===== src/rtl/jpc_pkg.sv =====
// Shared types and constants for the JPC instruction fetch stage.
`ifndef JPC_ADDRESS_WIDTH
`define JPC_ADDRESS_WIDTH 32
`endif

package jpc_pkg;

  localparam int JPC_ADDR_W = `JPC_ADDRESS_WIDTH;
  localparam int JPC_DATA_W = 32;

  // Byte distance between consecutive sequential fetches.
  localparam int PC_INC = 4;

  // Fetch sequencer states.
  typedef enum logic [2:0] {
    IDLE,
    REQ,
    WAIT,
    DRAIN,
    HALT
  } fetch_state_e;

  // One buffered fetch result as seen by decode.
  typedef struct packed {
    logic [JPC_DATA_W-1:0] instr;
    logic [JPC_ADDR_W-1:0] pc;
    logic                  err;
  } fetch_entry_t;

endpackage


===== src/rtl/jpc_fetch_fifo.sv =====
// Small synchronous FIFO between fetch and decode. Supports a flush that
// empties it in one cycle, and a push together with a pop even when full.
module jpc_fetch_fifo #(
  parameter int WIDTH = 8,
  parameter int DEPTH = 2
) (
  input  logic                     clk,
  input  logic                     rst,
  input  logic                     flush_i,
  input  logic                     push_i,
  input  logic [WIDTH-1:0]         push_data_i,
  input  logic                     pop_i,
  output logic                     valid_o,
  output logic [WIDTH-1:0]         head_o,
  output logic [$clog2(DEPTH):0]   count_o
);

  localparam int PTR_W = (DEPTH > 1) ? $clog2(DEPTH) : 1;
  localparam int CNT_W = $clog2(DEPTH) + 1;

  logic [WIDTH-1:0] mem_q [DEPTH];
  logic [PTR_W-1:0] rd_ptr_q;
  logic [PTR_W-1:0] wr_ptr_q;
  logic [CNT_W-1:0] count_q;
  logic             do_pop;
  logic             do_push;

  assign do_pop  = pop_i && (count_q != '0);
  assign do_push = push_i && ((count_q != CNT_W'(DEPTH)) || do_pop);

  // Pointer and occupancy bookkeeping; flush discards everything, including a same-cycle push.
  always_ff @(posedge clk or posedge rst) begin
    if (rst) begin
      rd_ptr_q <= '0;
      wr_ptr_q <= '0;
      count_q  <= '0;
    end else if (flush_i) begin
      rd_ptr_q <= '0;
      wr_ptr_q <= '0;
      count_q  <= '0;
    end else begin
      if (do_push) begin
        wr_ptr_q <= wr_ptr_q + PTR_W'(1);
      end
      if (do_pop) begin
        rd_ptr_q <= rd_ptr_q + PTR_W'(1);
      end
      count_q <= count_q + CNT_W'(do_push) - CNT_W'(do_pop);
    end
  end

  // Entry storage; contents need no reset because occupancy gates visibility.
  always_ff @(posedge clk) begin
    if (do_push && !flush_i) begin
      mem_q[wr_ptr_q] <= push_data_i;
    end
  end

  assign valid_o = (count_q != '0);
  assign head_o  = mem_q[rd_ptr_q];
  assign count_o = count_q;

endmodule


===== src/rtl/jpc_ifetch.sv =====
// Instruction fetch stage: sequences single-outstanding imem fetches from the
// PC register, buffers results toward decode, and steers the PC register.
`ifndef JPC_ADDRESS_WIDTH
`define JPC_ADDRESS_WIDTH 32
`endif

module jpc_ifetch #(
  parameter int ADDR_WIDTH = `JPC_ADDRESS_WIDTH,
  parameter int DATA_WIDTH = 32,
  parameter int BUF_DEPTH  = 2,
  parameter int PC_INC     = jpc_pkg::PC_INC
) (
  input  logic                  clk,
  input  logic                  rst,
  input  logic [ADDR_WIDTH-1:0] pc_I,
  output logic [ADDR_WIDTH-1:0] next_pc_O,
  output logic                  pc_en_O,
  input  logic                  redirect_I,
  input  logic [ADDR_WIDTH-1:0] redirect_pc_I,
  output logic                  imem_req_valid_O,
  input  logic                  imem_req_ready_I,
  output logic [ADDR_WIDTH-1:0] imem_req_addr_O,
  input  logic                  imem_rsp_valid_I,
  input  logic [DATA_WIDTH-1:0] imem_rsp_data_I,
  input  logic                  imem_rsp_err_I,
  output logic                  if_valid_O,
  input  logic                  if_ready_I,
  output logic [DATA_WIDTH-1:0] if_instr_O,
  output logic [ADDR_WIDTH-1:0] if_pc_O,
  output logic                  if_err_O
);

  import jpc_pkg::*;

  localparam int ENTRY_W = DATA_WIDTH + ADDR_WIDTH + 1;
  localparam int CNT_W   = $clog2(BUF_DEPTH) + 1;

  fetch_state_e          state_q;
  fetch_state_e          state_d;
  logic [ADDR_WIDTH-1:0] req_addr_q;
  logic [ADDR_WIDTH-1:0] req_addr_d;
  logic                  kill_q;
  logic                  kill_d;

  logic                  push;
  logic [ENTRY_W-1:0]    push_data;
  logic [ENTRY_W-1:0]    head;
  logic                  fifo_valid;
  logic [CNT_W-1:0]      count;
  logic                  pop;
  logic [CNT_W-1:0]      count_after_pop;
  logic                  space_now;
  logic                  space_after_push;
  logic                  misaligned;
  logic [ADDR_WIDTH-1:0] seq_pc;

  assign pop              = fifo_valid && if_ready_I;
  assign count_after_pop  = count - CNT_W'(pop);
  assign space_now        = count_after_pop < CNT_W'(BUF_DEPTH);
  assign space_after_push = (count_after_pop + CNT_W'(1)) < CNT_W'(BUF_DEPTH);
  assign misaligned       = (req_addr_q[1:0] != 2'b00);
  assign seq_pc           = req_addr_q + ADDR_WIDTH'(PC_INC);

  // Sequencer state, latched fetch address and the "drain the pending request" flag.
  always_ff @(posedge clk or posedge rst) begin
    if (rst) begin
      state_q    <= IDLE;
      req_addr_q <= '0;
      kill_q     <= 1'b0;
    end else begin
      state_q    <= state_d;
      req_addr_q <= req_addr_d;
      kill_q     <= kill_d;
    end
  end

  // Next-state, imem handshake, FIFO push and PC steering; redirect overrides the normal flow.
  always_comb begin
    state_d          = state_q;
    req_addr_d       = req_addr_q;
    kill_d           = kill_q;
    pc_en_O          = 1'b0;
    next_pc_O        = '0;
    imem_req_valid_O = 1'b0;
    push             = 1'b0;
    push_data        = '0;

    case (state_q)
      IDLE: begin
        if (space_now) begin
          state_d    = REQ;
          req_addr_d = pc_I;
        end
      end
      REQ: begin
        if (misaligned) begin
          push      = 1'b1;
          push_data = {1'b1, req_addr_q, {DATA_WIDTH{1'b0}}};
          state_d   = HALT;
        end else begin
          imem_req_valid_O = 1'b1;
          if (imem_req_ready_I) begin
            if (kill_q) begin
              kill_d  = 1'b0;
              state_d = DRAIN;
            end else begin
              pc_en_O   = 1'b1;
              next_pc_O = seq_pc;
              state_d   = WAIT;
            end
          end
        end
      end
      WAIT: begin
        if (imem_rsp_valid_I) begin
          push      = 1'b1;
          push_data = {imem_rsp_err_I, req_addr_q, imem_rsp_data_I};
          if (imem_rsp_err_I) begin
            state_d = HALT;
          end else if (space_after_push) begin
            state_d    = REQ;
            req_addr_d = pc_I;
          end else begin
            state_d = IDLE;
          end
        end
      end
      DRAIN: begin
        if (imem_rsp_valid_I) begin
          state_d    = REQ;
          req_addr_d = pc_I;
        end
      end
      HALT: begin
      end
      default: begin
        state_d = IDLE;
      end
    endcase

    if (redirect_I) begin
      pc_en_O   = 1'b1;
      next_pc_O = redirect_pc_I;
      push      = 1'b0;
      case (state_q)
        REQ: begin
          if (misaligned) begin
            state_d    = REQ;
            req_addr_d = redirect_pc_I;
            kill_d     = 1'b0;
          end else if (imem_req_ready_I) begin
            state_d = DRAIN;
            kill_d  = 1'b0;
          end else begin
            state_d = REQ;
            kill_d  = 1'b1;
          end
        end
        WAIT, DRAIN: begin
          if (imem_rsp_valid_I) begin
            state_d    = REQ;
            req_addr_d = redirect_pc_I;
          end else begin
            state_d = DRAIN;
          end
          kill_d = 1'b0;
        end
        default: begin
          state_d    = REQ;
          req_addr_d = redirect_pc_I;
          kill_d     = 1'b0;
        end
      endcase
    end
  end

  jpc_fetch_fifo #(
    .WIDTH (ENTRY_W),
    .DEPTH (BUF_DEPTH)
  ) u_fifo (
    .clk         (clk),
    .rst         (rst),
    .flush_i     (redirect_I),
    .push_i      (push),
    .push_data_i (push_data),
    .pop_i       (pop),
    .valid_o     (fifo_valid),
    .head_o      (head),
    .count_o     (count)
  );

  assign imem_req_addr_O                  = req_addr_q;
  assign if_valid_O                       = fifo_valid;
  assign {if_err_O, if_pc_O, if_instr_O}  = head;

endmodule


===== config.mk =====
export PLATFORM = sky130hd
export DESIGN_NAME = jpc_ifetch
export DESIGN_NICKNAME = d
export VERILOG_FILES = /design/src/rtl/jpc_pkg.sv /design/src/rtl/jpc_fetch_fifo.sv /design/src/rtl/jpc_ifetch.sv
export SDC_FILE = /design/constraint.sdc
export NUM_CORES = 1
export LEC_CHECK = 0
export ABC_AREA = 1
export CAP_MARGIN = 20
export CORE_MARGIN = 2
export CORE_UTILIZATION = 40
export DETAILED_ROUTE_END_ITERATION = 10
export PLACE_DENSITY = 0.68
export SLEW_MARGIN = 20
export SYNTH_ARGS = -nofsm -noshare
export SYNTH_HDL_FRONTEND = slang
export SYNTH_SLANG_ARGS = --single-unit

===== constraint.sdc =====
create_clock -name clk -period 10.2 [get_ports clk]
set_input_delay 1.02 -clock clk [delete_from_list [all_inputs] [get_ports clk]]
set_output_delay 1.02 -clock clk [all_outputs]
set_load 0.03 [all_outputs]

==> results of run 1 <==
==> registers in the layout, indices dropped and copies added (netlist names) <==
signal and cells:
u_fifo.wr_ptr_q 1, u_fifo.count_o 2, state_q 3, u_fifo.rd_ptr_q 1
u_fifo.mem_q 130, kill_q 1, imem_req_addr_O 32
==> power groups by stage <==
stage / combinational, mW / clock, mW / sequential [mW]
final: 1.91 / 0.695 / 1.15
after CTS: 1.91 / 0.704 / 1.14
after global placement: 1.88 / 0 / 1.15
after global routing: 2.06 / 0.731 / 1.16
after floorplan: 1.12 / 0 / 1.22
after detailed placement: 1.90 / 0 / 1.15
==> final timing paths <==
check                                 endpoint  cells after the start  slack, ns             start
hold / removal                 u_fifo.wr_ptr_q                      1       0.59   u_fifo.wr_ptr_q
min in group asynchronous      u_fifo.wr_ptr_q                      3       1.08               rst
setup reg to reg           u_fifo.mem_q[0][53]                      8       6.58        state_q[2]
hold reg to reg                u_fifo.wr_ptr_q                      1       0.59   u_fifo.wr_ptr_q
max in group asynchronous      u_fifo.rd_ptr_q                      3       8.66               rst
setup / recovery                 next_pc_O[20]                      8       5.58  imem_req_ready_I
==> cell families (layout without fill, tap and decap cells) <==
kind of cell | count (synthesis) | in the layout | share of synthesized area, %
simple gates | 507 | 507 | 21.0
compound gates | 230 | 230 | 13.2
flops | 170 | 170 | 50.5
buf+inv | 166 | 381 | 6.82
mux | 65 | 65 | 7.53
xor+xnor | 6 | 6 | 0.541
fa+ha+maj | 4 | 4 | 0.515
other cells | 0 | 1 | 0
==> layout make-up <==
type                       instances  share of cell area (%)
antenna                            1                  0.0194
inverter                         104                    3.03
multi-input combinational        812                    32.3
clock inverter                    15                    1.53
sequential                       170                    38.0
clock buffer                      17                    3.29
timing repair buffer             245                    18.7
tap                              324                    3.14
==> routing by layer <==
layer,wire length (um),GRT usage (%)
met2,14500,39.2
met5,0,0
met4,905,9.17
met1,13100,31.5
met3,3050,6.88
==> layout by cell type (no fill, tap or decap), types with 2 or more instances in the layout <==
cell,n
a21oi_1,41
buf_2,2
buf_4,10
bufinv_16,3
clkbuf_16,17
clkdlybuf4s50_1,232
clkinv_1,2
dfrtp_1,39
edfxtp_1,130
ha_1,4
inv_1,95
inv_2,7
inv_6,7
inv_8,3
mux2_2,65
nand2_1,284
nand2_2,3
nand3_1,35
nand3b_1,2
nand4_1,15
nor2_1,156
nor2_2,3
nor2_4,3
nor3_1,3
o211ai_1,3
o21ai_0,110
o21ai_1,26
o22ai_1,7
o31ai_1,35
o32ai_1,3
xnor2_1,3
xor2_1,3
==> synthesized netlist by cell type, drive strengths merged <==
library cell / count
xnor2: 3
buf: 31
nand3: 35
nor3: 5
a21oi: 41
o32ai: 3
o2111ai: 1
a21boi: 1
a31oi: 1
o211ai: 3
inv: 104
dfrtp: 40
nand2: 287
xor2: 3
nand3b: 2
o2bb2ai: 1
o22ai: 7
or2: 1
edfxtp: 130
ha: 4
nor2: 162
a211oi: 1
nand4: 15
clkbuf: 31
o21ai: 136
o31ai: 35
mux2: 65
==> per-stage QoR <==
step           area (um2)  total power, mW
6_report            12900             3.75
5_1_grt             12900             3.96
4_1_cts             12900             3.75
3_5_place_dp        12300             3.05
3_3_place_gp        12300             3.03
2_1_floorplan        9720             2.33
==> run_results.csv, run 1 <==
group,metric,value,unit
clock_network,cts_tree,"done",
sta,post-route-period-util,45.3,%
critical_path,cp_cell_sequence,"clkdlybuf4s50_1 > inv_1 > nor2_2 > nand2_1 > inv_2 > nand2_1 > o21ai_0 > clkdlybuf4s50_1",
sta,timing.slew.headroom,39.1,%
routing,wl_per_cell,18.7,um
global_routing,grt_pass1_wl,48700,um
clock_network,ctsHoldBuffers,0,
yosys,synth_area,9720,um2
yosys,synth_top_area_share,40.2,%
clock_network,cts_buffers,17,
sta,setup_tns,0,ns
global_routing,gr-usage-all-layers,24.4,%
critical_path,crit_slowest_cell,"clkdlybuf4s50_1",
min_path,hold_class,"register to register",
yosys,synth_area_leader_cell,"edfxtp_1",
place,place_hpwl,21500,um
place,dp_slack,5.45,ns
clock_network,ctsResizeCount,0,
clock_network,ctsHtreeMaxLevel,4,
sta,fin_crit,4.62,ns
die,dieArea,25600,um2
die,dieWidth,160,um
pwr,worst_ir_drop_vdd,0.000127,V
routing,dr.pass1.iters,5,
yosys,syn_area_per_cell,8.47,um2
routing,drt-vias-per-instance,5.39,
global_routing,antenna_found_initial,1,
critical_path,path_delay_family,"buffers and inverters",
finish,drive_gt1_share,9.54,%
clock_network,cts_root_buffer,"clkbuf_16",
yosys,synthTopCellsByArea,"edfxtp_1 40%, nand2_1 11%, dfrtp_1 10%",
pwr,seqPwrFrac,30.5,%
critical_path,path_class,"input port to output port",
yosys,syn_inst,1148,
sta,hold_ws,0.590,ns
place,routabilityCongestion,0.889,
yosys,synth.distinct_cells,36,
critical_path,max_stage_delay,0.73,ns
global_routing,grt_pass1_vias,8862,
die,ioPinCount,235,
place,dp.cells,1655,
global_routing,grt_start_max_net_pins,70,
sta,slew_viol_final,0,
clock_network,cts_num_sinks,170,
finish,fin_nets,1457,
critical_path,critPathArrivalTime,3.60,ns
pwr,cellLeakagePower,5.18,nW
yosys,syn_nets,1255,
global_routing,grt.overflow.total,0,
die,rows,57,
pwr,p_per_area,291,nW/um2
yosys,ys_seq_area_share,50.5,%
routing,drc_errors,0,
clock_network,cts_setup_buffers,0,
pwr,power_frac_comb,51.0,%
sta,worst_pin_slew,0.912,ns
die,die-height,160,um
critical_path,path_buf_inv,4,
finish,multiInputGateArea,4170,um2
sta,hold_viol,0,
finish,layout.area.seq,4910,um2
die,core,24100,um2
sta,setup_viol,0,
pwr,swShare,45.1,%
critical_path,crit_fanout,16,
yosys,yosysWarnings,0,
clock_network,cts_buffer_depth,2,
critical_path,crit_path_end_kind,"output port",
die,initial_core_util,40.3,%
clock_network,cts.reportedPaths.clkPinSlew,0.07,ns
routing,totalWireLength,31500,um
finish,synthToLayoutAreaGrowth,32.9,%
pwr,pwr-share-clk,18.5,%
sta,max_freq,216,MHz
pwr,p_switching,1.70,mW
job,maxCapViolations,0,
critical_path,startpoint_type,"input port",
sta,skew,0.0121,ns
finish,fin_util,53.6,%
yosys,ys_ff_latch,170,
finish,instances_no_fill,1688,
finish,fillers,2287,
clock_network,clk_latency,0.43,ns
routing,antenna_left,0,
sta,fin_ws,5.58,ns
outcome,outcome,"complete, no violations",
place,port_buffers,234,
routing,drt_iter0_drc,889,
sta,rsz0062_at_grt,"no",
critical_path,required,9.18,ns
routing,vias,9103,
pwr,p_int,2.06,mW
No activity file was read; power rests on OpenSTA's default activity.
==> inputs of run 2 (changes only) <==
==> constraint.sdc (replaced) <==
create_clock -name clk -period 4.3 [get_ports clk]
set_input_delay 0.43 -clock clk [delete_from_list [all_inputs] [get_ports clk]]
set_output_delay 0.43 -clock clk [all_outputs]
set_load 0.03 [all_outputs]
==> run 2 against run 1 <==
  * Cell count grew 0.24%
  * Via count is essentially flat
  * Die area is the same
  * Power grew 130%
  * Highest routed layer unchanged
==> run_results.csv, run 2 (synthesis results as in run 1) <==
group,metric,value,unit
clock_network,cts_buffers,17,
critical_path,path_class,"register to output port",
critical_path,crit_slowest_cell,"clkdlybuf4s50_1",
finish,fillers,2304,
sta,slew_viol_final,0,
sta,worst_pin_slew,0.935,ns
finish,synthToLayoutAreaGrowth,32.7,%
critical_path,reg2reg_from,"state_q[2]",
clock_network,cts.reportedPaths.clkPinSlew,0.07,ns
critical_path,path_buf_inv,2,
finish,regMostFlops,"u_fifo.mem_q",
min_path,hp-start,"redirect_I",
global_routing,grt_start_max_net_pins,69,
routing,vias,9111,
global_routing,gr-usage-all-layers,24.2,%
min_path,holdPathStages,2,
critical_path,cp-startpoint,"state_q[2]",
critical_path,crit_cells,8,
clock_network,cts_root_buffer,"clkbuf_16",
global_routing,antenna_found_initial,2,
finish,drive_gt1_share,9.88,%
die,initial_core_util,40.3,%
sta,post-route-period-util,85.0,%
critical_path,reg2reg_depth,8,
critical_path,required,3.87,ns
place,port_buffers,234,
critical_path,max_stage_delay,0.70,ns
sta,hold_viol,0,
finish,final_cell_mix,"283 x nand2_1, 232 x clkdlybuf4s50_1, 156 x nor2_1",
clock_network,ctsHoldBuffers,0,
critical_path,cp_common_cell,"nand2_1",
pwr,p_per_area,680,nW/um2
routing,antenna_left,0,
clock_network,cts_buffer_depth,2,
die,core,24100,um2
clock_network,ctsResizeCount,0,
critical_path,path_delay_family,"buffers and inverters",
die,die-height,160,um
sta,setup_viol,0,
place,dp.cells,1658,
clock_network,ctsHtreeMaxLevel,4,
die,ioPinCount,235,
routing,totalWireLength,31300,um
place,place_hpwl,21300,um
finish,largest_reg_flops,130,
clock_network,clk_latency,0.43,ns
routing,dr.pass1.iters,6,
clock_network,cts_num_sinks,170,
clock_network,cts_setup_buffers,0,
min_path,hold_class,"input port to register",
global_routing,grt.overflow.total,0,
die,dieWidth,160,um
finish,instances_no_fill,1692,
die,rows,57,
routing,drt_iter0_drc,844,
die,dieArea,25600,um2
critical_path,startpoint_type,"register",
place,routabilityCongestion,0.876,
clock_network,cts_tree,"done",
sta,skew,0.0121,ns
sta,fin_crit,3.65,ns
sta,rsz0062_at_grt,"no",
critical_path,crit_path_end_kind,"output port",
global_routing,grt_pass1_vias,8885,
pwr,worst_ir_drop_vdd,0.000305,V
critical_path,crit_fanout,16,
job,maxCapViolations,0,
routing,drt-vias-per-instance,5.38,
finish,fin_nets,1460,
routing,drc_errors,0,
sta,max_freq,274,MHz
routing,wl_per_cell,18.5,um
pwr,cellLeakagePower,5.17,nW
outcome,outcome,"complete, no violations",
global_routing,grt_pass1_wl,48500,um
critical_path,cp_cell_sequence,"nor3_4 > nand2_2 > nor2_2 > nand2_1 > inv_2 > nand2_1 > o21ai_0 > clkdlybuf4s50_1",
critical_path,critPathArrivalTime,3.22,ns
sta,setup_tns,0,ns
sta,timing.slew.headroom,37.7,%
finish,final_common_cell,"nand2_1",
## run 2: cell types whose count changed in the layout (fill, tap and decap cells not counted), sizes merged
cell      before  now
clkinv         4    7
diode          1    2
inv          112  111
bufinv         3    0
clkinvlp       0    1
buf           13   16
## run 2: final cells by class
class	count	area [um2]	share of cell area (%)
Multi-Input combinational cell	812	4170	32.3
Sequential cell	170	4910	38.0
Inverter	104	392	3.04
Clock inverter	15	149	1.15
Clock buffer	17	425	3.30
Antenna cell	2	5.00	0.0388
Timing Repair Buffer	248	2450	19.0
Tap cell	324	405	3.14
## run 2: path summary, 6_finish.rpt
check	slack, ns	endpoint
setup / recovery	0.65	next_pc_O[20]
hold / removal	0.38	u_fifo.count_o[0]
setup reg to reg	1.31	u_fifo.mem_q[1][35]
hold reg to reg	0.56	u_fifo.wr_ptr_q
max in group asynchronous	3.42	imem_req_addr_O[22]
min in group asynchronous	0.45	u_fifo.count_o[0]
## run 2: report_power, final
group / total, mW / switching, mW / internal (mW)
logic: 4.56 / 2.92 / 1.64
registers: 2.69 / 0.370 / 2.32
clock network: 1.51 / 0.739 / 0.775
## run 2: metrics by stage
stage,instance area (um2),power (mW),util [%],hold WS [ns],worst slack (ns)
final,12900,8.77,53.5,0.376,0.645
after detailed placement,12300,7.24,51.1,0.548,1.02
after floorplan,9720,5.54,-,0.471,-0.154
after CTS,12900,8.77,53.5,0.358,0.630
after global routing,12900,9.28,53.5,0.398,0.376
after global placement,12300,7.18,51.1,0.541,1.06
## run 2: metal layers
metal | part of all wire, % | track usage [%]
met3 | 9.3 | 6.62
met4 | 2.1 | 7.86
met2 | 47 | 38.9
met1 | 42 | 32.0
met5 | 0 | 0
==> inputs of run 3 (changes only) <==
--- a/config.mk
+++ b/config.mk
@@ -10,7 +10,7 @@
 export CORE_MARGIN = 2
 export CORE_UTILIZATION = 40
 export DETAILED_ROUTE_END_ITERATION = 10
-export PLACE_DENSITY = 0.68
+export PLACE_DENSITY = 0.7
 export SLEW_MARGIN = 20
 export SYNTH_ARGS = -nofsm -noshare
 export SYNTH_HDL_FRONTEND = slang
==> constraint.sdc (replaced) <==
create_clock -name clk -period 3.1 [get_ports clk]
set_input_delay 0.31 -clock clk [delete_from_list [all_inputs] [get_ports clk]]
set_output_delay 0.31 -clock clk [all_outputs]
set_load 0.03 [all_outputs]
==> run 3 against run 2 <==
  * Sequential share of layout area down 0.58 points
  * Sequential power up 37%
  * First-iteration DRC count down 7.0%
  * Power up 41%
  * Die area unchanged
  * Non-clock buffer count up 16
  * Worst setup slack worse by 0.47 ns
  * Largest power group unchanged
==> run_results.csv, run 3 (synthesis results as in run 1) <==
group,metric,value,unit
routing,drt_iter0_drc,785,
pwr,worst_ir_drop_vdd,0.000418,V
clock_network,cts.reportedPaths.clkPinSlew,0.08,ns
sta,post-route-period-util,94.3,%
global_routing,grt_pass1_wl,48100,um
sta,skew,0.0149,ns
clock_network,cts_num_sinks,170,
critical_path,crit_end,"next_pc_O[21]",
die,ioPinCount,235,
critical_path,required,2.79,ns
finish,fillers,2264,
sta,hold_viol,0,
global_routing,grt_start_max_net_pins,69,
critical_path,crit_fanout,10,
finish,fin_nets,1476,
outcome,outcome,"complete, no violations",
sta,rsz0062_at_grt,"no",
clock_network,cts_buffer_depth,2,
critical_path,reg2reg_from,"u_fifo.count_o[1]",
place,routabilityCongestion,0.952,
global_routing,grt_pass1_vias,8876,
clock_network,clk_latency,0.44,ns
finish,drive_gt1_share,12.7,%
clock_network,cts_tree,"done",
sta,timing.slew.headroom,31.8,%
finish,regMostFlops,"u_fifo.mem_q",
sta,slew_viol_final,0,
sta,hold_ws,0.255,ns
critical_path,critPathArrivalTime,2.61,ns
routing,antenna_left,0,
sta,setup_viol,0,
critical_path,reg2reg_depth,14,
global_routing,gr-usage-all-layers,24.0,%
die,rows,57,
sta,worst_pin_slew,1.02,ns
finish,final_common_cell,"nand2_1",
critical_path,reg2reg_setup_slack,0.44,ns
critical_path,crit_path_end_kind,"output port",
die,die-height,160,um
clock_network,cts_buffers,17,
critical_path,cp-startpoint,"state_q[0]",
sta,max_freq,342,MHz
global_routing,grt.overflow.total,0,
die,initial_core_util,40.3,%
routing,dr.pass1.iters,5,
clock_network,ctsHoldBuffers,0,
routing,totalWireLength,31000,um
pwr,p_per_area,943,nW/um2
global_routing,antenna_found_initial,1,
die,core,24100,um2
place,port_buffers,234,
finish,fin_util,54.4,%
routing,drc_errors,0,
finish,largest_reg_flops,130,
critical_path,path_class,"register to output port",
place,place_hpwl,22000,um
finish,synthToLayoutAreaGrowth,34.8,%
finish,final_cell_mix,"284 x nand2_1, 201 x clkdlybuf4s50_1, 154 x nor2_1",
routing,wl_per_cell,18.1,um
die,dieArea,25600,um2
die,dieWidth,160,um
min_path,hold_class,"input port to async pin",
critical_path,startpoint_type,"register",
sta,fin_crit,2.92,ns
pwr,cellLeakagePower,5.37,nW
routing,drt-vias-per-instance,5.35,
critical_path,reg2reg_to,"imem_req_addr_O[4]",
job,maxCapViolations,0,
clock_network,cts_root_buffer,"clkbuf_16",
routing,vias,9132,
clock_network,ctsHtreeMaxLevel,4,
run 3: cell types whose count changed in the layout (fill, tap and decap cells not counted), moves of 3 or more:
cell             delta
buf_12              +8
clkdlybuf4s50_1    -31
buf_4              +28
clkinv_8            +3
dlygate4sd2_1       +8
run 3: layout make-up:
class | count | area [um2] | area share (%)
Timing Repair Buffer | 264 | 2610 | 19.9
Clock inverter | 15 | 185 | 1.41
Multi-Input combinational cell | 812 | 4180 | 31.9
Inverter | 104 | 390 | 2.98
Sequential cell | 170 | 4910 | 37.4
Tap cell | 324 | 405 | 3.09
Antenna cell | 1 | 2.50 | 0.0191
Clock buffer | 17 | 425 | 3.25
run 3: repair_timing:
action | 4_1_cts | 5_1_grt
endpoints found under the setup margin | 10 | 5
setup buffers | 0 | 2
gates resized for setup | 11 | 6
pin swaps | 0 | 1
run 3: worst min path at each step:
stage	startpoint	cells after the start	to	slack (ns)
global route	rst	2	u_fifo.count_o[1]	0.31
CTS	redirect_I	3	kill_q	0.26
finish	rst	2	u_fifo.count_o[1]	0.26
floorplan	u_fifo.wr_ptr_q	1	u_fifo.wr_ptr_q	0.49
global placement	u_fifo.wr_ptr_q	1	u_fifo.wr_ptr_q	0.54
detailed placement	u_fifo.wr_ptr_q	1	u_fifo.wr_ptr_q	0.55
run 3: power breakdown:
group | switching [mW] | internal, mW | total (mW)
sequential | 0.468 | 3.22 | 3.69
clock | 1.10 | 1.10 | 2.20
combinational | 4.10 | 2.37 | 6.47
total | 5.67 | 6.69 | 12.4
run 3: stage by stage:
| stage | std cells | TNS [ns] | instance area [um2] | worst slack, ns | power [mW] |
|---|---|---|---|---|---|
| after floorplan | 1148 | -37.65 | 9730 | -0.290 | 7.67 |
| after global placement | 1672 | 0 | 12500 | 0.393 | 10.1 |
| after CTS | 1704 | 0 | 13100 | 0.00248 | 12.4 |
| after detailed placement | 1672 | 0 | 12500 | 0.339 | 10.1 |
| after global routing | 1707 | 0 | 13100 | 0.0215 | 13.0 |
| final | 1707 | 0 | 13100 | 0.176 | 12.4 |
run 3: worst max-delay path: stages (launching register included):
cell     delay (ns)
dfrtp_1        0.41
inv_2          0.09
nor3_4         0.31
nand2_2        0.15
nor2_2         0.15
nand2_1        0.19
inv_2          0.17
buf_4          0.20
o21ai_0        0.12
o22ai_1        0.19
buf_4          0.20
run 3: layer usage:
metal | wire length, um | track usage, % | vias up
met4 | 749 | 7.62 | 0
met3 | 2770 | 5.22 | 50
met1 | 12800 | 31.6 | 4261
met2 | 14600 | 39.6 | 482
met5 | 0 | 0 | -
li1 | - | - | 4339
